## config.mk

```make
export PLATFORM = sky130hd
export DESIGN_NAME = twi_target
export DESIGN_NICKNAME = d
export VERILOG_FILES = /design/src/rtl/twi_target.sv
export SDC_FILE = /design/constraint.sdc
export NUM_CORES = 1
export LEC_CHECK = 0
export BUFFER_PORTS_ARGS = -buffer_cell sky130_fd_sc_hd__buf_4
export CORE_MARGIN = 4
export CORE_UTILIZATION = 35
export CTS_CLUSTER_DIAMETER = 100
export DETAILED_ROUTE_END_ITERATION = 8
export SLEW_MARGIN = 30
export SYNTH_ARGS = -nofsm -noshare
export SYNTH_HDL_FRONTEND = slang
export SYNTH_SLANG_ARGS = --single-unit
```

## constraint.sdc

```tcl
create_clock -name CLK_I -period 3.6 [get_ports CLK_I]
set_input_delay 0.18 -clock CLK_I [delete_from_list [all_inputs] [get_ports CLK_I]]
set_output_delay 0.18 -clock CLK_I [all_outputs]
set_load 0.05 [all_outputs]
```

## src/rtl/twi_target.sv

```systemverilog
// twi_target: I2C target exposing an 8-byte register bank plus a status byte.
// Filtered SCL/SDA, START/STOP detection, auto-incrementing pointer, open-drain SDA.
module twi_target #(
    parameter logic [6:0]  SLV_ADDR = 7'h38,
    parameter int unsigned FILT     = 3
) (
    input  logic        CLK_I,
    input  logic        RST_I,
    input  logic        TWI_SCL_I,
    input  logic        TWI_SDA_I,
    output logic        TWI_SDA_OEN,
    input  logic [7:0]  STATUS_IN,
    output logic [63:0] REG_FLAT,
    output logic        WR_STB,
    output logic [7:0]  WR_ADDR,
    output logic        BUSY
);
    typedef enum logic [2:0] {
        S_IDLE, S_ADDR, S_ADDR_ACK, S_RX,
        S_RX_ACK, S_TX, S_TX_ACK, S_WAIT
    } state_t;

    localparam logic [3:0] FLIM = 4'(FILT - 1);

    state_t      state, state_n;
    logic        scl_s1, scl_s2, sda_s1, sda_s2;
    logic [3:0]  scl_cnt, sda_cnt;
    logic        scl_f, sda_f, scl_d, sda_d;
    logic        rise, fall, start, stop;
    logic [7:0]  sh, sh_n, ptr, ptr_n;
    logic [7:0]  tx_byte, waddr_n;
    logic [2:0]  bcnt, bcnt_n;
    logic        full, full_n;
    logic        first, first_n;
    logic        rw, rw_n;
    logic        oen, oen_n;
    logic        stb_n, busy_n;
    logic [63:0] reg_n;

    // two-stage synchronizers on both pad inputs
    always_ff @(posedge CLK_I or posedge RST_I) begin
        if (RST_I) begin
            {scl_s1, scl_s2} <= 2'b11;
            {sda_s1, sda_s2} <= 2'b11;
        end else begin
            scl_s1 <= TWI_SCL_I;
            scl_s2 <= scl_s1;
            sda_s1 <= TWI_SDA_I;
            sda_s2 <= sda_s1;
        end
    end

    // a filtered line follows only after FILT consecutive differing samples
    always_ff @(posedge CLK_I or posedge RST_I) begin
        if (RST_I) begin
            scl_cnt <= '0;
            sda_cnt <= '0;
            scl_f   <= 1'b1;
            sda_f   <= 1'b1;
        end else begin
            if (scl_s2 == scl_f) begin
                scl_cnt <= '0;
            end else if (scl_cnt == FLIM) begin
                scl_f   <= scl_s2;
                scl_cnt <= '0;
            end else begin
                scl_cnt <= scl_cnt + 4'd1;
            end
            if (sda_s2 == sda_f) begin
                sda_cnt <= '0;
            end else if (sda_cnt == FLIM) begin
                sda_f   <= sda_s2;
                sda_cnt <= '0;
            end else begin
                sda_cnt <= sda_cnt + 4'd1;
            end
        end
    end

    // one-cycle delayed filtered lines for edge detection
    always_ff @(posedge CLK_I or posedge RST_I) begin
        if (RST_I) begin
            scl_d <= 1'b1;
            sda_d <= 1'b1;
        end else begin
            scl_d <= scl_f;
            sda_d <= sda_f;
        end
    end

    assign rise  = scl_f & ~scl_d;
    assign fall  = ~scl_f & scl_d;
    assign start = scl_f & sda_d & ~sda_f;
    assign stop  = scl_f & ~sda_d & sda_f;

    assign tx_byte = (ptr < 8'd8)  ? REG_FLAT[{ptr[2:0], 3'b000} +: 8] :
                     (ptr == 8'd8) ? STATUS_IN : 8'h00;

    assign TWI_SDA_OEN = oen;

    // state and datapath registers
    always_ff @(posedge CLK_I or posedge RST_I) begin
        if (RST_I) begin
            state    <= S_IDLE;
            sh       <= '0;
            bcnt     <= '0;
            full     <= 1'b0;
            ptr      <= '0;
            first    <= 1'b0;
            rw       <= 1'b0;
            oen      <= 1'b1;
            REG_FLAT <= '0;
            WR_STB   <= 1'b0;
            WR_ADDR  <= '0;
            BUSY     <= 1'b0;
        end else begin
            state    <= state_n;
            sh       <= sh_n;
            bcnt     <= bcnt_n;
            full     <= full_n;
            ptr      <= ptr_n;
            first    <= first_n;
            rw       <= rw_n;
            oen      <= oen_n;
            REG_FLAT <= reg_n;
            WR_STB   <= stb_n;
            WR_ADDR  <= waddr_n;
            BUSY     <= busy_n;
        end
    end

    // next state; bus events override bit handling
    always_comb begin
        state_n = state;
        sh_n    = sh;
        bcnt_n  = bcnt;
        full_n  = full;
        ptr_n   = ptr;
        first_n = first;
        rw_n    = rw;
        oen_n   = oen;
        reg_n   = REG_FLAT;
        stb_n   = 1'b0;
        waddr_n = WR_ADDR;
        busy_n  = BUSY;
        if (start) begin
            state_n = S_ADDR;
            bcnt_n  = '0;
            full_n  = 1'b0;
            oen_n   = 1'b1;
        end else if (stop) begin
            state_n = S_IDLE;
            full_n  = 1'b0;
            oen_n   = 1'b1;
            busy_n  = 1'b0;
        end else begin
            case (state)
                S_ADDR, S_RX: begin
                    if (rise) begin
                        sh_n   = {sh[6:0], sda_f};
                        bcnt_n = bcnt + 3'd1;
                        if (bcnt == 3'd7) full_n = 1'b1;
                    end else if (fall && full) begin
                        full_n = 1'b0;
                        if (state == S_ADDR) begin
                            if (sh[7:1] == SLV_ADDR) begin
                                state_n = S_ADDR_ACK;
                                oen_n   = 1'b0;
                                rw_n    = sh[0];
                                busy_n  = 1'b1;
                            end else begin
                                state_n = S_WAIT;
                                busy_n  = 1'b0;
                            end
                        end else begin
                            state_n = S_RX_ACK;
                            oen_n   = 1'b0;
                            if (first) begin
                                ptr_n   = sh;
                                first_n = 1'b0;
                            end else begin
                                if (ptr < 8'd8)
                                    reg_n[{ptr[2:0], 3'b000} +: 8] = sh;
                                stb_n   = 1'b1;
                                waddr_n = ptr;
                                ptr_n   = ptr + 8'd1;
                            end
                        end
                    end
                end
                S_ADDR_ACK: begin
                    if (fall) begin
                        bcnt_n = '0;
                        full_n = 1'b0;
                        if (rw) begin
                            sh_n    = tx_byte;
                            oen_n   = tx_byte[7];
                            ptr_n   = ptr + 8'd1;
                            state_n = S_TX;
                        end else begin
                            oen_n   = 1'b1;
                            first_n = 1'b1;
                            state_n = S_RX;
                        end
                    end
                end
                S_RX_ACK: begin
                    if (fall) begin
                        oen_n   = 1'b1;
                        bcnt_n  = '0;
                        state_n = S_RX;
                    end
                end
                S_TX: begin
                    if (rise) begin
                        bcnt_n = bcnt + 3'd1;
                        if (bcnt == 3'd7) full_n = 1'b1;
                    end else if (fall) begin
                        if (full) begin
                            full_n  = 1'b0;
                            oen_n   = 1'b1;
                            state_n = S_TX_ACK;
                        end else begin
                            sh_n  = {sh[6:0], 1'b0};
                            oen_n = sh[6];
                        end
                    end
                end
                S_TX_ACK: begin
                    if (rise) begin
                        if (sda_f) begin
                            state_n = S_WAIT;
                            busy_n  = 1'b0;
                        end else begin
                            full_n = 1'b1;
                        end
                    end else if (fall && full) begin
                        full_n  = 1'b0;
                        bcnt_n  = '0;
                        sh_n    = tx_byte;
                        oen_n   = tx_byte[7];
                        ptr_n   = ptr + 8'd1;
                        state_n = S_TX;
                    end
                end
                S_WAIT: begin
                    oen_n  = 1'b1;
                    busy_n = 1'b0;
                end
                default: begin
                    oen_n = 1'b1;
                end
            endcase
        end
    end
endmodule

```

==> summary.md, run 1 <==
| Metric | Value |
|---|---|
| Met2 routed WL | `8153 um` |
| DR vias/cell | `5.502` |
| Fin. max-slew vios | `0` |
| Final ANT Viol Nets | `0` |
| CTS max path bufs | `2` |
| Gr ovfl total | `0` |
| Share of synthesized registers carrying an async set or reset | `100.0%` |
| Max stage delay cell, worst path | `nor4_4` |
| Post-synthesis cell type count | `59` |
| Top cell type's share of synthesized area | `44.95%` |
| Max cap viols | `0` |
| Hold EP | `sh[0]` |
| # setup viols final | `0` |
| Post-layout minimum cycle time | `2909 ps` |
| Clk_lat worst skew | `420 ps` |
| R2r worst-path depth | `4` |
| Period utilization | `80.80%` |
| Setup tns final | `0 ps` |
| Clock sink count | `116` |
| Buffers added on ports | `86` |
| Core Area | `16,640 um2` |
| Yosys top cell by area | `dfrtp_1` |
| Power Total | `0.005269 W` |
| Clock buffer count from CTS | `17` |
| Met3 wire length | `987 um` |
| Die width | `138.5 um` |
| Reg-to-reg slack, setup | `690 ps` |
| Maximum VDD drop | `0.3493 mV` |
| CP max stage delay | `830 ps` |
| Hold Crit Start | `STATUS_IN[0]` |
| Drt total wl | `16,790 um` |
| Worst Path Arrival | `3200 ps` |
| Headroom to the max-slew limit | `44.60%` |
| Status | `finished, final reports clean` |
| Post-detail-place hpwl | `11,560 um` |
| Die area | `19,170 um2` |
| Synth warn | `0` |
| Worst Skew | `15.31 ps` |
| Layout cells sized above 1 | `36.48%` |
| Sequential Power Share | `34.2%` |
| RSZ-0062 raised after global routing | `no` |
| Mapped Nets | `558` |
| Tot GR Track Use | `17.97%` |
| Critical R2R Capture | `REG_FLAT[1]` |
| WP data required | `3890 ps` |
| Buf+Inv Stages, Crit Path | `0` |
| Switching power | `0.002038 W` |
| Vias | `4,710` |
| Post CTS Setup Buffer Count | `0` |
| P&R area growth vs syn | `24.93%` |
| Main synth FF type | `dfrtp_1` |
| Worst Setup Path Type | `flop to flop` |
| Standard-cell rows | `47` |
| Clock power frac | `30.5%` |
| Comb pwr share | `35.4%` |
| Initial Utilization | `35.79%` |
| Sequential area share after synthesis | `48.92%` |
| First-pass GRT wire length | `27,270 um` |
| # diodes | `0` |
| Cell area after synthesis | `5957 um2` |
| Leakage power | `3.628 nW` |
| Fillers | `1,538` |
| Sw Ratio | `38.68%` |
| Crit Path Max Fanout | `14` |
| Dpl cell area | `6845 um2` |
| Mean area per synthesized cell | `11.16 um2` |
| Final core occ | `44.72%` |
| TritonRoute pass-1 iters | `5` |
| Number of global-route vias before repair | `4,862` |
| CTS HTree Levels | `4` |
| CTS tree | `built` |
| Highest clock rate | `0.3438 GHz` |
| Syn Inst Count | `534` |
| Crit-path cells | `nand3b_1 -> or4_1 -> nor4_4 -> mux2_2` |
| Critical Path Start Type | `flop` |
| Worst hold stages | `4` |
| # IOs | `87` |
| Met1 Wirelength | `7305 um` |
| Drt drc | `0` |
| Cell area after layout | `7442 um2` |
| Ranking of synthesized cells by area | `dfrtp_1, mux2_2, mux4_2, nand2_1, dfstp_2` |
| Top sig layer | `met4` |
| Initial antenna violation count | `0` |
| Root buffer cell | `clkbuf_16` |
| Pint | `0.003231 W` |
| CP delay by family, top | `simple AND/OR/NAND/NOR gates` |
| Largest net degree at the start of global routing | `62` |
| Starting DRT DRC Count | `402` |
| Placer's final routability congestion estimate | `0.8366` |
| Reg-to-reg startpoint | `scl_d` |
| Synthesis-stage register bit count | `116` |
| Pin slew with the least headroom to its limit | `824.8 ps` |
| WL/cell | `19.61 um` |
| Die Y | `138.5 um` |
| Critical path endpoint category | `flop` |
| Final hold violations | `0` |
| Number of flops mapped to enable cells by yosys | `0` |
| # nets final | `647` |
| Worst min path class | `input port to flop` |
| Pwr dens | `708.0 nW/um2` |
| Clock Pin Slew Worst Setup and Hold Paths | `50 ps` |
## layout by cell type (no fill, tap or decap), types with 4 or more instances in the layout
cell type,count
nor3_1,6
a2bb2oi_1,5
clkbuf_8,4
a221o_1,6
clkinv_2,4
o22ai_1,7
mux2_2,62
nand2_1,67
and3_1,4
mux4_2,16
nand3_1,15
mux2i_1,4
nand3b_1,6
inv_1,8
dfstp_2,9
buf_4,93
o221a_2,6
nand2b_1,12
nor2b_1,4
dfrtp_1,107
a21oi_1,16
clkbuf_16,17
ha_1,12
a31oi_1,4
xor2_1,4
nor2_1,50
o21ai_0,22
## cell families after synthesis
group,share of synthesized area [%]
buffers and inverters,2.499
adders and majority gates,2.520
muxes,19.13
DFF,48.92
and+or+nand+nor,15.16
xor gates and xnor gates,0.8822
AOI/OAI and AO/OA,10.88
## sequential cells by signal, indices dropped and copies added, names as in the netlist, 3 cells and up
| signal | count |
|---|---|
| REG_FLAT | 64 |
| WR_ADDR | 8 |
| ptr | 8 |
| sh | 8 |
| scl_cnt | 4 |
| sda_cnt | 4 |
| bcnt | 3 |
| state | 3 |
## worst reg2reg max path: stages (launching register included)
cell,delay (ps)
dfstp_2,580
nand3b_1,160
or4_1,800
nor4_4,830
mux2_2,420
## metrics by stage
stage | setup slack, ps | cells | hold slack (ps)
final | 691.1 | 856 | 156.9
after global routing | 596.7 | 856 | 155.1
after CTS | 681.1 | 856 | 146.4
after detailed placement | 684.7 | 821 | 290.0
after global placement | 719.6 | 821 | 289.7
after floorplan | 362.5 | 534 | 184.5
## cell type report
cell class	instances	area (um2)	share of cell area (%)
flip-flops and latches	116	2914	39.16
multi-input cells	380	2894	38.89
repair buffers	97	748.2	10.05
clock buffers	24	491.7	6.607
well taps	220	275.3	3.699
clock inverters	8	75.07	1.009
inverters	11	43.79	0.5884
## repair_timing
item | in CTS | in global routing
hold buffers | 3 | 0
endpoints found under the setup margin | 0 | 0
endpoints found under the hold margin | 48 | 0
gates resized for setup | 0 | 0
## how the worst max path moves through the flow
stage | endpoint | depth (start not counted) | slack (ps) | from
2_1_floorplan | BUSY | 1 | 360 | RST_I
3_3_place_gp | REG_FLAT[5] | 4 | 720 | scl_d
3_5_place_dp | REG_FLAT[7] | 4 | 680 | scl_d
4_1_cts | REG_FLAT[7] | 4 | 680 | scl_d
5_1_grt | REG_FLAT[1] | 4 | 600 | scl_d
6_report | REG_FLAT[1] | 4 | 690 | scl_d
## cells in the mapped netlist, types with 3 or more instances
cell type    n
and3_1       4
a22o_1       3
o31ai_1      3
nand2b_1    12
or4_1        3
nand2_4      3
nor2_1      50
a221o_1      6
inv_1        9
mux4_2      16
o21ai_0     22
xor2_1       4
buf_2        5
nor2b_1      4
nand2_2      3
a21o_1       3
dfstp_2      9
or2_2        3
a2bb2oi_1    5
a21oi_1     16
nand3b_1     6
o22ai_1      7
ha_1        12
dfrtp_1    107
mux2_2      62
mux2i_1      4
nand3_1     15
buf_1        3
nand2_1     67
clkbuf_1    19
a31oi_1      4
o221a_2      6
nor3_1       6
## routing by layer
layer	track usage, %	vias up
li1	-	2125
met1	23.91	2386
met2	28.44	171
met3	4.558	28
met4	6.708	0
met5	0	-
## power groups by stage
stage	clock network, W	registers, W	logic (W)
detailed placement	0	0.00181	0.00186
finish	0.00161	0.00180	0.00186
floorplan	0	0.00171	0.00144
global route	0.00171	0.00183	0.00207
CTS	0.00163	0.00180	0.00187
global placement	0	0.00181	0.00184
(Power assumes the default switching activity.)
==> run 2, diff against run 1 <==
==> constraint.sdc (replaced) <==
create_clock -name CLK_I -period 2.7 [get_ports CLK_I]
set_input_delay 0.135 -clock CLK_I [delete_from_list [all_inputs] [get_ports CLK_I]]
set_output_delay 0.135 -clock CLK_I [all_outputs]
set_load 0.05 [all_outputs]
==> summary.md, run 2 (synthesis gave the netlist of run 1 again) <==
| Metric | Value |
|---|---|
| Status | `finished, final reports clean` |
| Pwr dens | `966.1 nW/um2` |
| Pint | `0.004496 W` |
| Switching power | `0.002820 W` |
| Most flop-heavy register | `REG_FLAT` |
| Drt drc | `0` |
| Final core occ | `45.51%` |
| Placed cell count | `834` |
| Sequential Power Share | `32.6%` |
| Leakage power | `3.700 nW` |
| Vias | `4,749` |
| Gr ovfl total | `0` |
| P&R area growth vs syn | `27.14%` |
| Worst hold stages | `3` |
| Period utilization | `92.98%` |
| Clock power frac | `31.3%` |
| RSZ-0062 raised after global routing | `no` |
| # setup viols final | `0` |
| Placer's final routability congestion estimate | `0.8821` |
| Pre-CTS setup slack | `171.3 ps` |
| Fin. max-slew vios | `0` |
| Layout cells sized above 1 | `38.06%` |
| Starting DRT DRC Count | `360` |
| TritonRoute pass-1 iters | `5` |
| Die width | `138.5 um` |
| Standard-cell rows | `47` |
| Worst Skew | `9.397 ps` |
| Pin slew with the least headroom to its limit | `661.0 ps` |
| Max reg flops | `64` |
| CTS max path bufs | `2` |
| Most common cell after layout, fill and taps aside | `dfrtp_1` |
| Final worst slack | `189.6 ps` |
| Cell area after layout | `7574 um2` |
| WL/cell | `19.72 um` |
| Crit Path Max Fanout | `8` |
| Clk_lat worst skew | `420 ps` |
| WP data required | `3000 ps` |
| Root buffer cell | `clkbuf_16` |
| CTS tree | `built` |
| CTS HTree Levels | `4` |
| Clock buffer count from CTS | `17` |
| # IOs | `87` |
| Post-detail-place hpwl | `11,690 um` |
| Critical path endpoint category | `flop` |
| Final ANT Viol Nets | `0` |
| Buffers added on ports | `86` |
| Fillers | `1,546` |
| R2r worst-path depth | `5` |
| Post CTS Setup Buffer Count | `0` |
| Headroom to the max-slew limit | `55.93%` |
| # nets final | `660` |
| Commonest cells after routing, fill and taps aside | `dfrtp_1, buf_4, nand2_1` |
| Largest net degree at the start of global routing | `117` |
| Fin cells | `869` |
| Worst Setup Path Type | `flop to flop` |
| Number of global-route vias before repair | `5,023` |
| Post-layout minimum cycle time | `2510 ps` |
| # diodes | `0` |
| Worst Path Arrival | `2810 ps` |
| Sw Ratio | `38.54%` |
| Die Y | `138.5 um` |
| Setup tns final | `0 ps` |
| Core Area | `16,640 um2` |
| Initial antenna violation count | `0` |
| Clock Pin Slew Worst Setup and Hold Paths | `60 ps` |
| Tot GR Track Use | `18.13%` |
| Comb pwr share | `36.1%` |
| Dpl cell area | `6944 um2` |
| Clock sink count | `116` |
| Max cap viols | `0` |
| First-pass GRT wire length | `27,470 um` |
| Worst min path class | `input port to flop` |
| Critical Path Start Type | `flop` |
| Highest clock rate | `0.3983 GHz` |
| DR vias/cell | `5.465` |
| Initial Utilization | `35.79%` |
| Post-CTS Resized | `0` |
| Die area | `19,170 um2` |
| Maximum VDD drop | `0.6105 mV` |
| Drt total wl | `17,140 um` |
| Final hold violations | `0` |
[run 2: changes by cell type in the layout (fill, tap and decap cells not counted), sizes merged]
cell,before,now
clkbuf,24,19
clkinvlp,1,3
bufinv,1,3
inv,11,12
buf,94,107
[run 2: layout make-up]
| type | count | area (um2) | share of cell area (%) |
|---|---|---|---|
| Inverter | 11 | 45.04 | 0.5947 |
| Tap cell | 220 | 275.3 | 3.635 |
| Clock buffer | 19 | 442.9 | 5.848 |
| Sequential cell | 116 | 2914 | 38.48 |
| Timing Repair Buffer | 110 | 845.8 | 11.17 |
| Clock inverter | 13 | 156.4 | 2.065 |
| Multi-Input combinational cell | 380 | 2894 | 38.21 |
[run 2: critical path: stages (launching register included)]
cell and delay [ps]:
dfstp_2 590, nand3b_1 120, or4_1 650, nor4_4 410, nand2_2 280, mux2_2 350
[run 2: path summary, 6_finish.rpt]
path                               from            to  slack (ps)
max                               scl_d  REG_FLAT[45]         190
min                        STATUS_IN[4]         sh[4]         120
max reg2reg                       scl_d  REG_FLAT[45]         190
min reg2reg                      scl_s1        scl_s2         350
max in group asynchronous         RST_I    WR_ADDR[5]        1740
min in group asynchronous         RST_I    scl_cnt[1]         420
[run 2: through the flow]
step | hold slack, ps | total power [W]
finish | 123.5 | 0.007316
floorplan | 139.5 | 0.004200
global placement | 244.6 | 0.004971
CTS | 109.1 | 0.007335
global route | 112.4 | 0.007730
detailed placement | 249.3 | 0.005013
[run 2: power by group through the flow]
stage / logic [W] / clock network, W / registers [W]
3_3_place_gp: 0.00258 / 0 / 0.00239
6_report: 0.00264 / 0.00229 / 0.00239
2_1_floorplan: 0.00192 / 0 / 0.00228
3_5_place_dp: 0.00261 / 0 / 0.00240
4_1_cts: 0.00263 / 0.00233 / 0.00238
5_1_grt: 0.00290 / 0.00241 / 0.00243
[run 2: per-layer routing]
metal | vias to the layer above | track usage [%] | wire length, um
met5 | - | 0 | 0
met2 | 166 | 29.34 | 8204
met3 | 29 | 5.007 | 968
met1 | 2407 | 23.51 | 7619
li1 | 2147 | - | -
met4 | 0 | 6.292 | 344
[run 2: timing repair]
| action | in CTS | in global routing |
|---|---|---|
| endpoints found under the setup margin | 0 | 0 |
| hold buffers | 3 | 0 |
| endpoints found under the hold margin | 109 | 0 |
